[src/rtl/cache_mem_arbiter.sv]
// Arbitrates the shared cacheline memory port between the I-side and D-side caches.
// Optional build macro ARB_ROUND_ROBIN_EN: ties alternate between sides instead of D always winning.
module cache_mem_arbiter #(
  parameter int LINE_W = 256,
  parameter int ADDR_W = 32
) (
  input  logic              clk,
  input  logic              rst,
  // I-side (fetch) cache
  input  logic              i_read,
  input  logic [ADDR_W-1:0] i_addr,
  output logic [LINE_W-1:0] i_rdata,
  output logic              i_resp,
  // D-side (load/store) cache
  input  logic              d_read,
  input  logic              d_write,
  input  logic [ADDR_W-1:0] d_addr,
  input  logic [LINE_W-1:0] d_wdata,
  output logic [LINE_W-1:0] d_rdata,
  output logic              d_resp,
  // burst-memory adapter
  output logic              mem_read,
  output logic              mem_write,
  output logic [ADDR_W-1:0] mem_addr,
  output logic [LINE_W-1:0] mem_wdata,
  input  logic [LINE_W-1:0] mem_rdata,
  input  logic              mem_resp
);

  typedef enum logic [1:0] {
    IDLE    = 2'd0,
    SERVE_I = 2'd1,
    SERVE_D = 2'd2,
    DONE    = 2'd3
  } state_e;

  state_e              state_q, state_d;
  logic [ADDR_W-1:0]   addr_q, addr_d;
  logic [LINE_W-1:0]   wdata_q, wdata_d;
  logic                write_q, write_d;
  logic                d_pending;
  logic                d_wins_tie;
  logic                serving;

  assign d_pending = d_read | d_write;

`ifdef ARB_ROUND_ROBIN_EN
  typedef enum logic {
    OWNER_I = 1'b0,
    OWNER_D = 1'b1
  } owner_e;

  owner_e last_grant_q, last_grant_d;

  // D takes a tie only if I was the side served most recently.
  assign d_wins_tie = (last_grant_q == OWNER_I);

  always_ff @(posedge clk) begin
    if (rst) last_grant_q <= OWNER_I;
    else     last_grant_q <= last_grant_d;
  end
`else
  assign d_wins_tie = 1'b1;
`endif

  // Next-state and grant capture.
  always_comb begin
    // NOTE: every variable gets its hold value first so no path through
    // the case statement can leave one unassigned and infer a latch.
    state_d = state_q;
    addr_d  = addr_q;
    wdata_d = wdata_q;
    write_d = write_q;
`ifdef ARB_ROUND_ROBIN_EN
    last_grant_d = last_grant_q;
`endif
    unique case (state_q)
      IDLE: begin
        if (d_pending && (!i_read || d_wins_tie)) begin
          state_d = SERVE_D;
          addr_d  = d_addr;
          wdata_d = d_wdata;
          write_d = d_write;
`ifdef ARB_ROUND_ROBIN_EN
          last_grant_d = OWNER_D;
`endif
        end else if (i_read) begin
          state_d = SERVE_I;
          addr_d  = i_addr;
          wdata_d = '0;
          write_d = 1'b0;
`ifdef ARB_ROUND_ROBIN_EN
          last_grant_d = OWNER_I;
`endif
        end
      end
      SERVE_I, SERVE_D: begin
        if (mem_resp) state_d = DONE;
      end
      DONE:    state_d = IDLE;
      default: state_d = IDLE;
    endcase
  end

  always_ff @(posedge clk) begin
    // NOTE: sequential state uses non-blocking assignments so every register
    // samples the pre-edge values regardless of statement order.
    if (rst) begin
      state_q <= IDLE;
      addr_q  <= '0;
      wdata_q <= '0;
      write_q <= 1'b0;
    end else begin
      state_q <= state_d;
      addr_q  <= addr_d;
      wdata_q <= wdata_d;
      write_q <= write_d;
    end
  end

  // Memory strobes come only from registered state, never from requester inputs.
  assign serving   = (state_q == SERVE_I) || (state_q == SERVE_D);
  assign mem_read  = serving && !write_q;
  assign mem_write = serving && write_q;
  assign mem_addr  = addr_q;
  assign mem_wdata = wdata_q;

  assign i_resp  = (state_q == SERVE_I) && mem_resp;
  assign d_resp  = (state_q == SERVE_D) && mem_resp;
  assign i_rdata = (state_q == SERVE_I) ? mem_rdata : '0;
  assign d_rdata = (state_q == SERVE_D) ? mem_rdata : '0;

  // A simultaneous D read and write is a requester bug; the write wins above.
  a_no_d_read_and_write : assert property (
    @(posedge clk) disable iff (rst) !(d_read && d_write)
  );

endmodule
[config.mk]
export PLATFORM = sky130hd
export DESIGN_NAME = cache_mem_arbiter
export DESIGN_NICKNAME = d
export VERILOG_FILES = /design/src/rtl/cache_mem_arbiter.sv
export SDC_FILE = /design/constraint.sdc
export NUM_CORES = 1
export LEC_CHECK = 0
export ABC_AREA = 1
export CAP_MARGIN = 20
export CORE_AREA = 2 2 545 547
export CTS_BUF_LIST = sky130_fd_sc_hd__clkbuf_4 sky130_fd_sc_hd__clkbuf_8
export CTS_CLUSTER_DIAMETER = 120
export DETAILED_ROUTE_END_ITERATION = 16
export DIE_AREA = 0 0 547 549
export GPL_ROUTABILITY_DRIVEN = 0
export PLACE_DENSITY = 0.3
export SETUP_SLACK_MARGIN = 0.05
export SYNTH_ARGS = -nofsm -noshare
export SYNTH_HDL_FRONTEND = slang
export SYNTH_SLANG_ARGS = --single-unit
[constraint.sdc]
create_clock -name clk -period 1.84 [get_ports clk]
set_clock_uncertainty 0.15 [all_clocks]
set_input_delay 0.46 -clock clk [delete_from_list [all_inputs] [get_ports clk]]
set_output_delay 0.46 -clock clk [all_outputs]
set_load 0.02 [all_outputs]
==> results of run 1 <==
## critical path: cells and delay by family (launching register included)
family                     cells  cell delay [ns]
and+or+nand+nor                1             0.16
buffers and inverters          5             0.71
adders and majority gates      1             0.25
DFF                            1             0.34
## cell families (layout without fill, tap and decap cells)
kind of cell | after synthesis | after routing
adders and majority gates | 4 | 4
DFF | 291 | 291
and+or+nand+nor | 1271 | 1271
buffers and inverters | 715 | 2445
AOI/OAI and AO/OA | 259 | 259
other | 0 | 28
## final cells by class
class	instances	area (um2)
diodes	28	70.1
well taps	3939	4930
clock buffers	100	1260
repair buffers	1772	20300
clock inverters	17	219
inverters	556	2100
flip-flops and latches	291	5830
multi-input cells	1534	6590
fillers	33867	254000
## state kept, by name, indices dropped and copies added (netlist names)
signal     flops
state_q        2
mem_wdata    256
mem_addr      32
write_q        1
## stage by stage
| stage | power, mW | util, % |
|---|---|---|
| after floorplan | 24.2 | - |
| after global placement | 47.7 | 12.7 |
| after detailed placement | 47.5 | 12.7 |
| after CTS | 58.8 | 13.8 |
| after global routing | 62.7 | 14.0 |
| final | 58.9 | 14.0 |
## per-layer routing
layer,GRT usage (%),up-vias,wire [um]
li1,-,10672,-
met2,21.9,1229,95700
met3,5.63,269,20300
met5,0,-,95
met4,3.28,14,5740
met1,12.0,10327,67700
## Yosys cell counts
cell | instances | area share, %
nor2_4 | 1 | 0.076
clkbuf_1 | 94 | 2.4
or2_2 | 1 | 0.042
nor2_2 | 1 | 0.042
clkinv_1 | 1 | 0.025
buf_4 | 16 | 0.81
inv_2 | 1 | 0.025
nand2_1 | 1197 | 30
o21ai_0 | 2 | 0.068
buf_2 | 45 | 1.5
nand3_1 | 1 | 0.034
nor2_1 | 69 | 1.8
inv_1 | 554 | 14
dfxtp_1 | 291 | 39
nand2_2 | 1 | 0.042
ha_1 | 4 | 0.34
a21oi_1 | 257 | 8.7
buf_1 | 4 | 0.10
## worst paths after layout
path | startpoint | endpoint | slack, ns | cells past startpoint
worst max-delay path | state_q[1]$_SDFFE_PP0P_ | d_rdata[100] | -1.02 | 7
worst min-delay path | d_wdata[119] | mem_wdata[119]$_SDFFE_PP0P_ | 0.11 | 3
worst max register to register | state_q[1]$_SDFFE_PP0P_ | mem_wdata[101]$_SDFFE_PP0P_ | -0.14 | 10
worst min register to register | mem_wdata[167]$_SDFFE_PP0P_ | mem_wdata[167]$_SDFFE_PP0P_ | 0.31 | 2
## timing repair
item,in CTS,in global routing
endpoints found under the setup margin,1095,1095
pin swaps,0,2
gates resized for setup,583,894
buffers inserted,29,24
hold buffers,90,0
cloned,13,14
endpoints found under the hold margin,119,0
## power by group through the flow
stage,combinational [mW],sequential [mW],clock [mW]
6_report,40.9,9.34,8.69
4_1_cts,40.3,9.36,9.17
5_1_grt,43.8,9.54,9.34
3_3_place_gp,38.3,9.43,0
2_1_floorplan,13.5,10.6,0
3_5_place_dp,38.1,9.43,0
==> reports/qor.txt, run 1 <==
Hold Path Class = input pin to register
Net Sw Frac = 47.5%
Vias in the first global route = 22416
Final Hold Violating Endpoints = 0
Setup violations, final = 1075
Root Buffer Master = clkbuf_8
CTS Buf Count = 68
Area Growth Syn to Fin = 180%
Port bufs = 1385
Slew Viols, Final = 0
# rows = 200
Cell area after synthesis = 0.0148 mm2
Rel. slew slack = 70.5%
Seq/Total Area, Yosys = 39.5%
Via count = 22511
Crit path DAT = 2.25 ns
Post-route setup TNS = -563.88 ns
Fin cells = 8237
FF+latch count, synth = 291
Worst-path maximum fanout = 8
Pwr/cell area = 1430 mW/mm2
PnR worst setup slack = -1.02 ns
Antenna violations before repair = 88
Unrepaired setup endpoints after global routing = yes
Max Clock Freq = 349 MHz
Adder-Cell Fraction of Synth Area = 0.339%
Slowest cell on the critical path = dfxtp_2
Clk buf depth = 3
Post-Syn Area per Cell = 5.81 um2
Leakage Power = 20.2 nW
Die H = 549 um
Global-route wire length before repair = 234000 um
Worst-skew pair later-pin latency = 0.75 ns
Final wirelength = 190000 um
Critical path required time = 1.23 ns
Vias per cell = 2.73
Library cells used by synthesis = 18
WL/cell = 23.0 um
1st-pass router iterations = 5
Synth Area in Simple Gates = 32.4%
Grt ovf = 0
Multiplexer share of the synthesized area = 0%
Worst-Margin Slew = 0.441 ns
Dpl cell area = 0.0373 mm2
Routed Antenna Nets = 0
Xor/xnor share of the synthesized area = 0%
Internal Power = 30.9 mW
Max_cap viols = 0
CP Capture Type = output port
Starting Density = 5.00%
Commonest non-fill, non-tap cell in the layout = nand2_1
Synth Warn # = 0
Failing checks = negative setup slack
Post-route cell area = 0.0413 mm2
DIE AREA = 0.300 mm2
Synth Instances = 2540
Proportion of layout cells with a drive suffix above 1 = 35.9%
Syn Nets = 3126
Residual DRC = 0
1st-iter DRT viols = 1170
Pin count of the biggest net entering global routing = 37
Critical path type = register to output port
Flop pwr share = 15.9%
Die Span X = 547 um
Hold WS = 0.108 ns
Post-DP HPWL = 163000 um
Net Sw Power = 28.0 mW
Clock share of power = 14.8%
Worst setup SP type = register
# placed instances = 7930
I/O pins = 1386
Compound-gate portion of the synthesized area = 8.78%
Period utilization = 156%
H-tree depth = 3
Crit-path max cell delay = 0.34 ns
Maximum vdd drop = 0.617 mV
Gate power share = 69.4%
Nets = 4809
Largest family of logic cells by synthesized area = simple AND/OR/NAND/NOR gates
CTS tree = done
Clock transition at path regs = 0.05 ns
Overall routing resource usage = 11.9%
Most frequent cells in the layout = nand2_1 (1095), clkdlybuf4s50_1 (741), inv_2 (445)
Status = finished with violations
Critical-path cell list = buf_6 > ha_4 > buf_16 > clkbuf_16 > nand2_1 > inv_2 > buf_12
Core ar. = 0.295 mm2
Clock Sinks = 291
Pre-CTS WS = -0.719 ns
Final Critical Period = 2.86 ns
Power figures use the tool's default switching activity.
==> run 2, diff against run 1 <==
SKIP_LAST_GASP = 1   (was unset)
==> run 2 against run 1 <==
The run still ends with negative setup slack left. Critical path depth is 3 higher. Routed wire length rose by 0.57%. Clock power about the same. First-iteration DRC count is 9.0% higher. Worst setup slack better by 0.0026 ns. Register-to-register slack about the same. Core utilization is 0.19 points higher. Global-route usage barely moved. Critical path type unchanged.
==> reports/qor.txt, run 2 (synthesis results as in run 1) <==
Status = finished with violations
Failing checks = negative setup slack
# placed instances = 7930
Commonest non-fill, non-tap cell in the layout = nand2_1
Die H = 549 um
Flop pwr share = 15.5%
Critical-path cell list = inv_2 > ha_4 > buf_12 > buf_8 > buf_12 > buf_16 > buf_6 > nand2_2 > inv_2 > buf_12
Core ar. = 0.295 mm2
Worst setup SP type = register
I/O pins = 1386
Clock Sinks = 291
Net Sw Power = 28.4 mW
CP most frequent cell = buf_12
Routed Antenna Nets = 0
H-tree depth = 3
Net Sw Frac = 47.2%
Leakage Power = 20.4 nW
Port bufs = 1385
Final wirelength = 191000 um
Vias in the first global route = 22397
Worst-path maximum fanout = 6
Crit-path max cell delay = 0.34 ns
Clock share of power = 14.4%
Post-route setup TNS = -573.40 ns
Most frequent cells in the layout = nand2_1 (1082), clkdlybuf4s50_1 (741), inv_2 (451)
Final Critical Period = 2.86 ns
Internal Power = 31.8 mW
Crit path DAT = 2.25 ns
Pin count of the biggest net entering global routing = 37
Hold Path Class = input pin to register
Setup violations, final = 1073
Dpl cell area = 0.0373 mm2
CTS Buf Count = 68
Rel. slew slack = 70.4%
Unrepaired setup endpoints after global routing = yes
Fin util = 14.2%
Family with the most delay on the worst path = buffers and inverters
Pre-CTS WS = -0.719 ns
Nets = 4820
CP Capture Type = output port
1st-iter DRT viols = 1275
Number of flip-flops in the largest register = 256
Worst-Margin Slew = 0.442 ns
Overall routing resource usage = 11.9%
Clk buf depth = 3
Worst-skew pair later-pin latency = 0.75 ns
# rows = 200
Critical path type = register to output port
PnR worst setup slack = -1.02 ns
Filler Cell Count = 33778
WL/cell = 23.1 um
Footprint of the multi-input gates = 0.00675 mm2
Fin cells = 8245
Area Growth Syn to Fin = 183%
Final Hold Violating Endpoints = 0
Hold WS = 0.106 ns
Post-DP HPWL = 163000 um
Global-route wire length before repair = 234000 um
Grt ovf = 0
CTS tree = done
Number of buffers and inverters on the critical path = 8
Starting Density = 5.00%
Residual DRC = 0
Slowest cell on the critical path = dfxtp_2
DIE AREA = 0.300 mm2
FF+latch area = 0.00583 mm2
Root Buffer Master = clkbuf_8
Vias per cell = 2.73
Die Span X = 547 um
Period utilization = 155%
Max Clock Freq = 350 MHz
Critical path required time = 1.23 ns
1st-pass router iterations = 5
Pwr/cell area = 1440 mW/mm2
Max_cap viols = 0
Slew Viols, Final = 0
Post-route cell area = 0.0418 mm2
Via count = 22544
Final Power = 60.2 mW
Maximum vdd drop = 0.813 mV
Antenna violations before repair = 88
Gate power share = 70.0%
Clock transition at path regs = 0.06 ns
Proportion of layout cells with a drive suffix above 1 = 36.5%
## run 2: cell types whose count changed in the layout (fill, tap and decap cells not counted), sizes merged, moves of 3 or more
| cell | before | now |
|---|---|---|
| clkbuf | 183 | 151 |
| dlymetal6s2s | 84 | 70 |
| diode | 28 | 25 |
| dlygate4sd2 | 0 | 5 |
| clkdlybuf4s15 | 29 | 24 |
| buf | 745 | 801 |
## run 2: tightest hold or removal path, stage by stage
cell             delay [ns]
clkdlybuf4s50_1        0.40
nand2_1                0.08
a21oi_1                0.06
## run 2: power groups by stage
stage | clock, mW | combinational, mW | sequential (mW)
floorplan | 0 | 13.5 | 10.6
global placement | 0 | 38.3 | 9.43
detailed placement | 0 | 38.1 | 9.43
CTS | 9.17 | 40.4 | 9.36
global route | 9.34 | 45.1 | 9.54
finish | 8.70 | 42.2 | 9.34
## run 2: per-layer routing
| layer | wire (um) | part of all wire (%) | global-route usage, % |
|---|---|---|---|
| met5 | 95 | 0.050 | 0 |
| met4 | 6470 | 3.4 | 3.29 |
| met3 | 20600 | 11 | 5.66 |
| met2 | 95700 | 50 | 21.9 |
| met1 | 67900 | 36 | 12.0 |
## run 2: worst paths after layout
kind	from	to	cells past startpoint	slack, ns
worst max-delay path	state_q[1]$_SDFFE_PP0P_	i_rdata[52]	10	-1.02
worst min-delay path	d_wdata[207]	mem_wdata[207]$_SDFFE_PP0P_	3	0.11
worst max register to register	state_q[1]$_SDFFE_PP0P_	mem_wdata[101]$_SDFFE_PP0P_	10	-0.15
worst min register to register	mem_wdata[167]$_SDFFE_PP0P_	mem_wdata[167]$_SDFFE_PP0P_	2	0.31
## run 2: layout make-up
| cell class | instances | area share (%) |
|---|---|---|
| flip-flops and latches | 291 | 13.9 |
| inverters | 556 | 5.00 |
| well taps | 3939 | 11.8 |
| diodes | 25 | 0.150 |
| repair buffers | 1783 | 49.4 |
| clock buffers | 100 | 3.02 |
| clock inverters | 17 | 0.524 |
| multi-input cells | 1534 | 16.1 |
## run 2: repair_timing
| action | 4_1_cts | 5_1_grt |
|---|---|---|
| pin swaps | 0 | 2 |
| cloned | 13 | 18 |
| hold buffers | 90 | 0 |
| setup buffers | 29 | 31 |
| setup endpoints to repair | 1095 | 1095 |
| resized for setup | 441 | 1191 |
| endpoints found under the hold margin | 119 | 0 |
==> run 3, diff against run 2 <==
clock period = 2.4 ns   (was 1.84 ns; I/O delays follow)
==> run 3 against run 2 <==
The flow still finishes with violations (negative setup slack). Clock-buffer cell count down 3. Power shrank 25%. Routed wire length rose by 23%. Sequential power down 28%. Global-route usage is 2.8 points higher. Hold slack better by 0.086 ns. Critical endpoint is now d_rdata[244]. Highest routed layer unchanged.
==> reports/qor.txt, run 3 (synthesis results as in run 1) <==
Via count = 23111
Filler Cell Count = 34064
Vias in the first global route = 22700
Gr busiest metal = met2
# rows = 200
H-tree depth = 2
Vias per cell = 2.83
Max_cap viols = 0
I/O pins = 1386
Commonest non-fill, non-tap cell in the layout = nand2_1
Port bufs = 1385
Residual DRC = 0
CTS Buf Count = 60
Routing usage on met1 = 16.6%
Post-route cell area = 0.0394 mm2
Slew Viols, Final = 0
Routed Antenna Nets = 0
Post-DP HPWL = 208000 um
Worst setup SP type = register
Nets = 4720
Pwr/cell area = 1140 mW/mm2
WL/cell = 28.7 um
Number of flip-flops in the largest register = 256
1st-iter DRT viols = 1337
Met2 GRT Util = 23.0%
Setup violations, final = 669
Final wirelength = 234000 um
Period utilization = 128%
CTS tree = done
Met3 usage = 9.33%
Worst-skew pair later-pin latency = 0.70 ns
DIE AREA = 0.300 mm2
Pre-CTS WS = -0.552 ns
Die H = 549 um
Area Growth Syn to Fin = 167%
Overall routing resource usage = 14.7%
Grt ovf = 0
Final Hold Violating Endpoints = 0
Final Critical Period = 3.07 ns
Most frequent cells in the layout = nand2_1 (1077), clkdlybuf4s50_1 (739), inv_1 (428)
CP Capture Type = output port
Failing checks = negative setup slack
Leakage Power = 19.3 nW
Worst-Margin Slew = 0.879 ns
Worst-path maximum fanout = 6
Die Span X = 547 um
Hold Path Class = input pin to register
Starting Density = 5.00%
Maximum vdd drop = 0.520 mV
Global-route wire length before repair = 279000 um
Status = finished with violations
1st-pass router iterations = 5
Proportion of layout cells with a drive suffix above 1 = 30.3%
Max Clock Freq = 326 MHz
Clock Sinks = 291
Critical path type = register to output port
PnR worst setup slack = -0.672 ns
Unrepaired setup endpoints after global routing = yes
Crit path DAT = 2.32 ns
Antenna violations before repair = 234
Dpl cell area = 0.0365 mm2
Pin count of the biggest net entering global routing = 99
Clk buf depth = 3
Rel. slew slack = 41.4%
Critical path required time = 1.65 ns
Core ar. = 0.295 mm2
Root Buffer Master = clkbuf_8
Clock transition at path regs = 0.06 ns
[run 3: changes by cell type in the layout (fill, tap and decap cells not counted), sizes merged, moves of 11 or more]
| cell | previous run | this run |
|---|---|---|
| dlygate4sd3 | 90 | 0 |
| dlymetal6s2s | 70 | 0 |
| clkbuf | 151 | 200 |
| dlygate4sd2 | 5 | 26 |
| diode | 25 | 43 |
| buf | 801 | 790 |
[run 3: path summary, 6_finish.rpt]
path	start	to	slack (ns)	depth (start not counted)
worst max-delay path	state_q[1]$_SDFFE_PP0P_	d_rdata[244]	-0.67	9
worst min-delay path	rst	mem_wdata[190]$_SDFFE_PP0P_	0.19	3
worst max register to register	state_q[0]$_SDFFE_PP0P_	mem_wdata[243]$_SDFFE_PP0P_	0.25	10
worst min register to register	mem_wdata[142]$_SDFFE_PP0P_	mem_wdata[142]$_SDFFE_PP0P_	0.31	2
[run 3: final cells by class]
cell class	count	area, um2	share of cell area [%]
inverters	556	2140	5.44
well taps	3939	4930	12.5
flip-flops and latches	291	5830	14.8
multi-input cells	1534	6850	17.4
diodes	43	108	0.273
clock inverters	9	98.8	0.251
clock buffers	97	1200	3.06
repair buffers	1691	18200	46.2
[run 3: what timing repair did]
item | CTS | global route
cloned | 3 | 17
endpoints found under the setup margin | 675 | 675
gates resized for setup | 403 | 1345
setup buffers | 13 | 34
hold buffers | 0 | 0
pin swaps | 1 | 3
[run 3: worst max-delay path, stage by stage (launching register included)]
cell and delay [ns]:
dfxtp_2 0.32, buf_6 0.11, ha_4 0.18, buf_16 0.17
buf_12 0.19, buf_12 0.14, buf_8 0.14, nand2_2 0.10
inv_2 0.06, buf_12 0.13
[run 3: layer usage]
metal / part of all wire [%] / vias up / wire (um)
li1: - / 10526 / -
met1: 39 / 10567 / 90900
met2: 43 / 1501 / 99900
met3: 15 / 491 / 34900
met4: 3.6 / 26 / 8400
met5: 0.076 / - / 177
[run 3: metrics by stage]
step	setup TNS [ns]	cells	total power, mW	hold WS [ns]	utilization (%)
5_1_grt	-381.83	8131	47.8	0.161	13.3
3_5_place_dp	-90.71	7947	36.3	0.304	12.4
2_1_floorplan	0	2540	17.7	0.304	-
3_3_place_gp	-91.30	7947	36.4	0.298	12.4
4_1_cts	-433.29	8069	42.8	0.0979	12.8
6_report	-288.76	8160	44.9	0.192	13.3
[run 3: report_power, final]
group          switching [mW]  internal (mW)
Combinational            19.0           13.2
Sequential              0.676           6.06
Clock                    2.69           3.27
